**config.mk**
```make
export PLATFORM = sky130hd
export DESIGN_NAME = run_ctrl
export DESIGN_NICKNAME = d
export VERILOG_FILES = /design/src/rtl/run_ctrl_pkg.sv /design/src/rtl/input_debounce.sv /design/src/rtl/run_ctrl.sv
export SDC_FILE = /design/constraint.sdc
export NUM_CORES = 1
export LEC_CHECK = 0
export CAP_MARGIN = 30
export CELL_PAD_IN_SITES_DETAIL_PLACEMENT = 1
export CELL_PAD_IN_SITES_GLOBAL_PLACEMENT = 1
export CORE_MARGIN = 5
export CORE_UTILIZATION = 41
export DETAILED_ROUTE_END_ITERATION = 6
export HOLD_SLACK_MARGIN = 0.12
export PLACE_DENSITY_LB_ADDON = 0.1
export SLEW_MARGIN = 20
export SYNTH_ARGS = -nofsm -noshare
export SYNTH_HDL_FRONTEND = slang
export SYNTH_SLANG_ARGS = --single-unit
```
**constraint.sdc**
```tcl
create_clock -name clk -period 5.65 [get_ports clk]
set_input_delay 0.565 -clock clk [delete_from_list [all_inputs] [get_ports clk]]
set_output_delay 0.565 -clock clk [all_outputs]
set_load 0.005 [all_outputs]
```
**src/rtl/run_ctrl_pkg.sv**
```systemverilog
// Shared types and defaults for the RV32I run-control sequencer.
package run_ctrl_pkg;

  typedef enum logic [1:0] {
    ST_HALT  = 2'd0,
    ST_STEP  = 2'd1,
    ST_RUN   = 2'd2,
    ST_BREAK = 2'd3
  } run_state_t;

  localparam int unsigned DEBOUNCE_CYCLES_DEF = 500000;
  localparam int unsigned PC_W                = 32;

endpackage

```
**src/rtl/input_debounce.sv**
```systemverilog
// Two-flop synchronizer plus stability-counter debouncer for one board input.
// The level is accepted once the synchronized value differs for CYCLES+1 edges.
module input_debounce
  import run_ctrl_pkg::*;
#(
  parameter int unsigned CYCLES  = DEBOUNCE_CYCLES_DEF,
  parameter logic        RST_VAL = 1'b0
) (
  input  logic clk,
  input  logic reset,
  input  logic i_raw,
  output logic o_level,
  output logic o_rise,
  output logic o_fall
);

  localparam int unsigned CNT_W = $clog2(CYCLES + 1);
  localparam logic [CNT_W-1:0] CNT_MAX = CNT_W'(CYCLES);

  logic             r_sync1;
  logic             r_sync2;
  logic [CNT_W-1:0] r_cnt;
  logic             r_level;
  logic             r_rise;
  logic             r_fall;

  always_ff @(posedge clk or negedge reset) begin
    if (!reset) begin
      r_sync1 <= RST_VAL;
      r_sync2 <= RST_VAL;
    end else begin
      r_sync1 <= i_raw;
      r_sync2 <= r_sync1;
    end
  end

  // Any return to the accepted level restarts the stability window.
  always_ff @(posedge clk or negedge reset) begin
    if (!reset) begin
      r_cnt   <= '0;
      r_level <= RST_VAL;
      r_rise  <= 1'b0;
      r_fall  <= 1'b0;
    end else begin
      r_rise <= 1'b0;
      r_fall <= 1'b0;
      if (r_sync2 == r_level) begin
        r_cnt <= '0;
      end else if (r_cnt == CNT_MAX) begin
        r_cnt   <= '0;
        r_level <= r_sync2;
        r_rise  <= r_sync2;
        r_fall  <= ~r_sync2;
      end else begin
        r_cnt <= r_cnt + CNT_W'(1);
      end
    end
  end

  assign o_level = r_level;
  assign o_rise  = r_rise;
  assign o_fall  = r_fall;

endmodule

```
**src/rtl/run_ctrl.sv**
```systemverilog
// Run-control sequencer: halt / single-step / free-run with a PC breakpoint,
// producing the per-cycle core enable and a retired-instruction counter.
module run_ctrl
  import run_ctrl_pkg::*;
#(
  parameter int unsigned DEBOUNCE_CYCLES = DEBOUNCE_CYCLES_DEF,
  parameter int unsigned CNT_W           = 32
) (
  input  logic             clk,
  input  logic             reset,
  input  logic             btn_step_n,
  input  logic             sw_run,
  input  logic             bp_en,
  input  logic [PC_W-1:0]  bp_addr,
  input  logic [PC_W-1:0]  pc,
  output logic             cpu_en,
  output logic             halted,
  output logic             bp_hit,
  output logic [1:0]       state,
  output logic [CNT_W-1:0] instret
);

  logic w_run_s;
  logic w_run_rise;
  logic w_run_fall;
  logic w_btn_lvl;
  logic w_btn_rise;
  logic w_step_pulse;
  logic w_unused_edges;

  input_debounce #(.CYCLES(DEBOUNCE_CYCLES), .RST_VAL(1'b1)) u_db_step (
    .clk     (clk),
    .reset   (reset),
    .i_raw   (btn_step_n),
    .o_level (w_btn_lvl),
    .o_rise  (w_btn_rise),
    .o_fall  (w_step_pulse)
  );

  input_debounce #(.CYCLES(DEBOUNCE_CYCLES), .RST_VAL(1'b0)) u_db_run (
    .clk     (clk),
    .reset   (reset),
    .i_raw   (sw_run),
    .o_level (w_run_s),
    .o_rise  (w_run_rise),
    .o_fall  (w_run_fall)
  );

  assign w_unused_edges = w_btn_lvl ^ w_btn_rise ^ w_run_rise ^ w_run_fall;

  run_state_t       r_state;
  run_state_t       w_next;
  logic             r_first;
  logic             w_first_nxt;
  logic             r_bp_hit;
  logic             w_bp_hit_nxt;
  logic             r_armed;
  logic             w_armed_nxt;
  logic             r_halted;
  logic [CNT_W-1:0] r_instret;
  logic             w_cpu_en;
  logic             w_bp_match;

  assign w_bp_match = bp_en && (pc == bp_addr);

  // r_armed blocks a HALT->RUN restart after a breakpoint until run_s has been low.
  always_comb begin
    w_next       = r_state;
    w_cpu_en     = 1'b0;
    w_first_nxt  = r_first;
    w_bp_hit_nxt = r_bp_hit;
    w_armed_nxt  = r_armed | ~w_run_s;
    case (r_state)
      ST_HALT: begin
        if (w_run_s) begin
          if (r_armed) begin
            w_next       = ST_RUN;
            w_first_nxt  = 1'b1;
            w_bp_hit_nxt = 1'b0;
          end
        end else if (w_step_pulse) begin
          w_next       = ST_STEP;
          w_bp_hit_nxt = 1'b0;
        end
      end
      ST_STEP: begin
        w_cpu_en = 1'b1;
        w_next   = ST_HALT;
      end
      ST_RUN: begin
        if (!w_run_s) begin
          w_next = ST_HALT;
        end else if (w_bp_match && !r_first) begin
          w_next       = ST_BREAK;
          w_bp_hit_nxt = 1'b1;
          w_armed_nxt  = 1'b0;
        end else begin
          w_cpu_en    = 1'b1;
          w_first_nxt = 1'b0;
        end
      end
      ST_BREAK: begin
        if (!w_run_s) begin
          w_next = ST_HALT;
        end else if (w_step_pulse) begin
          w_next       = ST_STEP;
          w_bp_hit_nxt = 1'b0;
        end
      end
      default: w_next = ST_HALT;
    endcase
  end

  always_ff @(posedge clk or negedge reset) begin
    if (!reset) begin
      r_state  <= ST_HALT;
      r_first  <= 1'b0;
      r_bp_hit <= 1'b0;
      r_armed  <= 1'b1;
      r_halted <= 1'b1;
    end else begin
      r_state  <= w_next;
      r_first  <= w_first_nxt;
      r_bp_hit <= w_bp_hit_nxt;
      r_armed  <= w_armed_nxt;
      r_halted <= (w_next == ST_HALT) || (w_next == ST_BREAK);
    end
  end

  always_ff @(posedge clk or negedge reset) begin
    if (!reset) begin
      r_instret <= '0;
    end else if (w_cpu_en) begin
      r_instret <= r_instret + CNT_W'(1);
    end
  end

  assign cpu_en  = w_cpu_en;
  assign halted  = r_halted;
  assign bp_hit  = r_bp_hit;
  assign state   = r_state;
  assign instret = r_instret;

endmodule

```
==> results.toml <==
[yosys]
synth_mux_area_frac = 0.00752
synthAdderAreaFrac = 0.0278
synth_top_area_share = 0.434
syn_nets = 538
yosysWarnings = 0
synthSimpleGateAreaFrac = 0.246
yosysTopAreaCell = "dfrtp_1"
synthCells = 459
synth.area.top_cells = "dfrtp_1 (43%), xnor2_1 (13%), nor2_1 (5.1%), nand3_1 (4.3%), xor2_1 (4.3%)"
ys_seq_area_frac = 0.464
synthesis.area_um2 = 4490
async_reset_ff_frac = 1.00
synth_xor_area_frac = 0.177
synth_ff_type = "dfrtp_1"
synth_edf_count = 0
ys_ff_latch = 83
synth_compound_area_frac = 0.0476
avgSynthCellArea_um2 = 9.79
synth_top_family_by_area = "simple AND/OR/NAND/NOR gates"
ys_types = 47

[timing]
fmax_mhz = 267
rsz0062_at_grt = "no"
hold_violations = 0
hold_slack_ns = 0.354
worst_pin_slew_ns = 0.838
maxSlewViolCount = 0
setup_viol = 0
period_needed_ns = 3.75
fin_ws_ns = 1.90
clock_skew_ns = 0.0140
slew_headroom = 0.441
fin_crit_sh = 0.663
tns_ns = 0

[cts]
postCtsSetupBuffers = 0
tritoncts = "done"
clkSinkCount = 83
insertion_delay_ns = 0.37
clk_pin_slew_worst_paths_ns = 0.08
cts-root-buf = "clkbuf_8"
cts_max_path_buffers = 2
htreeDepth = 3
cts_made_buffers = 9

[grt]
antenna_found_initial = 0
grt_pass1_vias = 3955
grtUsageTotal = 0.187
grt_pass1_wl_um = 19600
overflow = 0
grt_max_degree = 67

[power_and_ir_drop]
leakagePower_nw = 2.34
clkPwrFrac = 0.393
pwr-share-comb = 0.087
switchingPower_mw = 0.280
power_density_nw_per_um2 = 197
sequentialPowerShare = 0.520
irDropWorstVdd_mv = 0.181
p_int_mw = 0.882
switching_share = 0.241
total_power_mw = 1.16

[die]
core_region_area_um2 = 10800
dieWidth_um = 115
ioPinCount = 106
start_util = 0.416
rows = 38
die_h_um = 115
die_area_um2 = 13200

[setup_path]
r2r_end = "instret[1]"
crit_family = "buffers and inverters"
r2r_setup_slack_ns = 3.05
crit_slowest_cell = "o21bai_2"
arrival_ns = 3.18
start_kind = "input port"
reg2reg_depth = 6
cp_max_fo = 21
cpMostUsedCell = "clkdlybuf4s50_1"
slowest_delay_ns = 0.67
worst_setup_path_end_kind = "output pin"
criticalPathCategory = "in2out"
r2r_start = "state[0]"
cp.required_ns = 5.09
path_cells = "clkdlybuf4s50_1, nor2b_1, a221o_1, nor3_1, and4_1, o21bai_2, nand2_1, inv_1, clkdlybuf4s50_1"
crit_buf_inv = 3

[final_layout]
syn2layout_area_growth_pct = 31.3
diodes = 0
nets = 646
layout_common_cells = "clkdlybuf4s50_1 (104), dfrtp_1 (78), xnor2_1 (69)"
drive_above_1_share = 0.0577
final_area_um2 = 5900
fin_util = 0.546
layout_commonest_cell = "clkdlybuf4s50_1"
instances_no_fill = 712

[drt]
wl_um = 11700
wl_met1_um = 4900
firstDrtPassIters = 4
drc = 0
antenna_left = 0
drt_iter0_drc = 133
wl_per_cell_um = 16.4
wl_met2_um = 6180
routed-wl-met3_um = 442
top_layer_used = "met4"
vias_per_cell = 5.13
via_count = 3654

[min_path]
hold_depth = 0
hold_path.startpoint = "u_db_run.r_sync1"
min_path_type = "reg2reg"
whs_endpoint = "u_db_run.r_sync2"

[outcome]
status = "finished clean"

[place]
io_buffer_count = 105
place_inst = 695
place_area_um2 = 5680
gp_congestion = 0.801
dp_hpwl_um = 8910
dp_slack_ns = 1.91

[run]
maxCapViolations = 0
-- sequential cells by signal (all words and copies together), names as in the netlist, 2 cells and up --
| name | count |
|---|---|
| instret | 32 |
| u_db_run.r_cnt | 19 |
| state | 2 |
| u_db_step.r_cnt | 19 |
-- synthesized netlist by cell type (all sizes together) (5+ instances only) --
cell type,count
a21oi,9
and3,11
buf,8
dfrtp,78
dfstp,5
ha,10
inv,23
nand2,25
nand2b,9
nand3,39
nand4,23
nor2,61
nor2b,5
nor3,5
nor4,5
nor4b,5
o21ai,9
xnor2,69
xor2,22
-- how the worst max path moves through the flow --
stage | start | endpoint | slack [ns] | cells past startpoint
2_1_floorplan | pc[7] | cpu_en | 3.41 | 8
3_3_place_gp | pc[19] | cpu_en | 1.96 | 9
3_5_place_dp | pc[9] | cpu_en | 1.91 | 9
4_1_cts | pc[19] | cpu_en | 1.90 | 9
5_1_grt | state[0] | cpu_en | 1.71 | 7
6_report | pc[19] | cpu_en | 1.90 | 9
-- power groups by stage --
stage / Combinational [mW] / Clock [mW] / Sequential, mW
2_1_floorplan: 0.0333 / 0 / 0.615
3_3_place_gp: 0.0990 / 0 / 0.616
3_5_place_dp: 0.103 / 0 / 0.616
4_1_cts: 0.104 / 0.478 / 0.605
5_1_grt: 0.112 / 0.501 / 0.605
6_report: 0.101 / 0.457 / 0.604
-- kinds of logic after synthesis --
logic type      Yosys count
simple gates            208
xor+xnor                 91
flops                    83
buf+inv                  33
compound gates           31
fa+ha+maj                10
mux                       3
-- area by class of cell --
class	count	area (um2)
fillers	1213	4890
multi-input cells	343	2280
flip-flops and latches	83	2080
repair buffers	107	1070
well taps	140	175
clock buffers	10	138
inverters	23	86.3
clock inverters	6	73.8
-- what timing repair did --
action | 4_1_cts | 5_1_grt
hold endpoints to repair | 17 | 0
hold buffers | 1 | 0
setup endpoints to repair | 0 | 0
resized for setup | 0 | 0
-- layer usage --
layer	global-route usage	up-vias
met2	0.337	51
met3	0.0439	12
met4	0.0523	0
li1	-	1775
met1	0.222	1816
met5	0	-
Note: power is estimated with default switching activity, not from simulation.
==> variant (same settings) <==
`RST_VAL` is set to 1'b0 in 2 places; all go to 1'b1.
--- a/src/rtl/input_debounce.sv
+++ b/src/rtl/input_debounce.sv
@@ -5,5 +5,5 @@
 #(
   parameter int unsigned CYCLES  = DEBOUNCE_CYCLES_DEF,
-  parameter logic        RST_VAL = 1'b0
+  parameter logic        RST_VAL = 1'b1
 ) (
   input  logic clk,
--- a/src/rtl/run_ctrl.sv
+++ b/src/rtl/run_ctrl.sv
@@ -38,5 +38,5 @@
   );
 
-  input_debounce #(.CYCLES(DEBOUNCE_CYCLES), .RST_VAL(1'b0)) u_db_run (
+  input_debounce #(.CYCLES(DEBOUNCE_CYCLES), .RST_VAL(1'b1)) u_db_run (
     .clk     (clk),
     .reset   (reset),
Function: changed (a bounded check fails within 4 cycles, from zero or initial values and one cycle with reset low).
==> variant against the original RTL <==
Area after synthesis about the same; routed wire length increased by 1.6%; critical path depth unchanged; sequential share of layout area decreased by 0.086 points; cell area increased by 0.42%; total power increased by 1.6%; largest power group unchanged; sequential cell count unchanged; worst setup slack got worse by 0.035 ns; maximum frequency decreased by 0.92%.
==> variant: results (changes against the original RTL) <==
Hold path
  • Hold crit path type: primary input to asynchronous set/reset pin

Global routing
  • Largest net degree at the start of global routing: 58 (-13%)
  • Met1 usage: 23.3% (+1.1 points)
  • Grt met3 use: 3.65% (-0.74 points)
  • Met2 Track Usage GR: 32.8% (-0.89 points)
  • Number of global-route vias before repair: 3,970 (+0.38%)
  • Global-route wire length before repair: 19,800 um (+0.88%)
  • Global Route Usage Sum: 18.7% (-0.060 points)

Power and ir drop
  • Sequential power: 0.000605 W (about the same)
  • VDD IR max: 0.113 mV (-38%)
  • LEAKAGE: 2.36 nW (+0.54%)

Routing
  • Wire length on met2: 6120 um (-0.99%)
  • Vias/cell: 5.15 (+0.31%)
  • Drt pass-1 iters: 4 (unchanged)
  • First DRT Iteration DRCs: 158 (+19%)
  • DR WL/cell: 16.7 um (+1.8%)
  • Metal3 WL: 422 um (-4.5%)
  • Post-route met1 wirelength: 5090 um (+4.0%)

Setup path
  • Crit path DAT: 3.22 ns (+0.04 ns)

Clock tree
  • Worst skew pair latency: 0.35 ns (-0.02 ns)
  • Number of gates resized after CTS: 0 (unchanged)

Placement
  • Hpwl dp: 9070 um (+1.8%)
  • PortBufs: 105 (unchanged)
  • RD Place Congestion: 0.875 (+9.2%)

Logic synthesis
  • Post-synthesis sequential area ratio: 46.4% (about the same)
  • Xor/xnor cell area share of the yosys netlist: 17.7% (about the same)
  • Adder-Cell Fraction of Synth Area: 2.78% (about the same)
  • Post-synth top cells: dfrtp_1 (75), xnor2_1 (69), nor2_1 (61), nand3_1 (39), nand2_1 (25)
  • Post-synthesis compound-gate area fraction: 4.76% (about the same)
  • Synth area leaders: dfrtp_1 (42%), xnor2_1 (13%), nor2_1 (5.1%)
  • Post-synthesis mux area share: 0.751% (about the same)

Status
  • Outcome: finished, final reports clean

Final layout
  • Non-Filler Instances: 711 (-0.14%)
  • Final nets: 645 (-0.15%)
  • Layout cells sized above 1: 6.30% (+0.54 points)

STA
  • Setup Skew: 0.00764 ns (-0.00633 ns)
## variant: cell types whose count changed after synthesis, sizes merged
cell   change
dfstp      +3
dfrtp      -3
## variant: cell type report
class / count / area, um2
inverter: 23 / 86.3
sequential: 83 / 2090
tap: 140 / 175
timing repair buffer: 106 / 1080
clock buffer: 13 / 179
clock inverter: 3 / 43.8
fill: 1229 / 4870
multi-input combinational: 343 / 2280
## variant: critical path: stages
cell             delay [ns]
clkdlybuf4s50_1        0.47
nor2b_1                0.14
a221o_1                0.13
nor3_1                 0.06
and4_1                 0.32
o21bai_2               0.68
nand2_1                0.25
inv_1                  0.09
clkdlybuf4s50_1        0.50
## variant: per-stage QoR
stage | utilization (%) | hold WS, ns | total power (W) | cell area [um2] | worst slack, ns
global route | 54.9 | 0.145 | 0.00123 | 5920 | 1.75
detailed placement | 52.8 | 0.347 | 0.000722 | 5700 | 1.88
floorplan | - | 0.269 | 0.000649 | 4500 | 3.41
finish | 54.9 | 0.134 | 0.00118 | 5920 | 1.87
global placement | 52.6 | 0.346 | 0.000714 | 5670 | 1.97
CTS | 54.9 | 0.138 | 0.00120 | 5920 | 1.87
## variant: worst paths after layout
check | end | from | slack [ns] | cells after the start
min | instret[4]$_DFFE_PN0P_ | reset | 0.13 | 1
max | cpu_en | pc[19] | 1.87 | 9
min reg2reg | u_db_step.r_sync2$_DFF_PN1_ | u_db_step.r_sync1$_DFF_PN1_ | 0.36 | 0
max in group asynchronous | u_db_run.r_sync1$_DFF_PN1_ | reset | 4.85 | 2
max reg2reg | instret[1]$_DFFE_PN0P_ | state[0]$_DFF_PN0_ | 3.05 | 6
min in group clk | u_db_step.r_sync2$_DFF_PN1_ | u_db_step.r_sync1$_DFF_PN1_ | 0.36 | 0
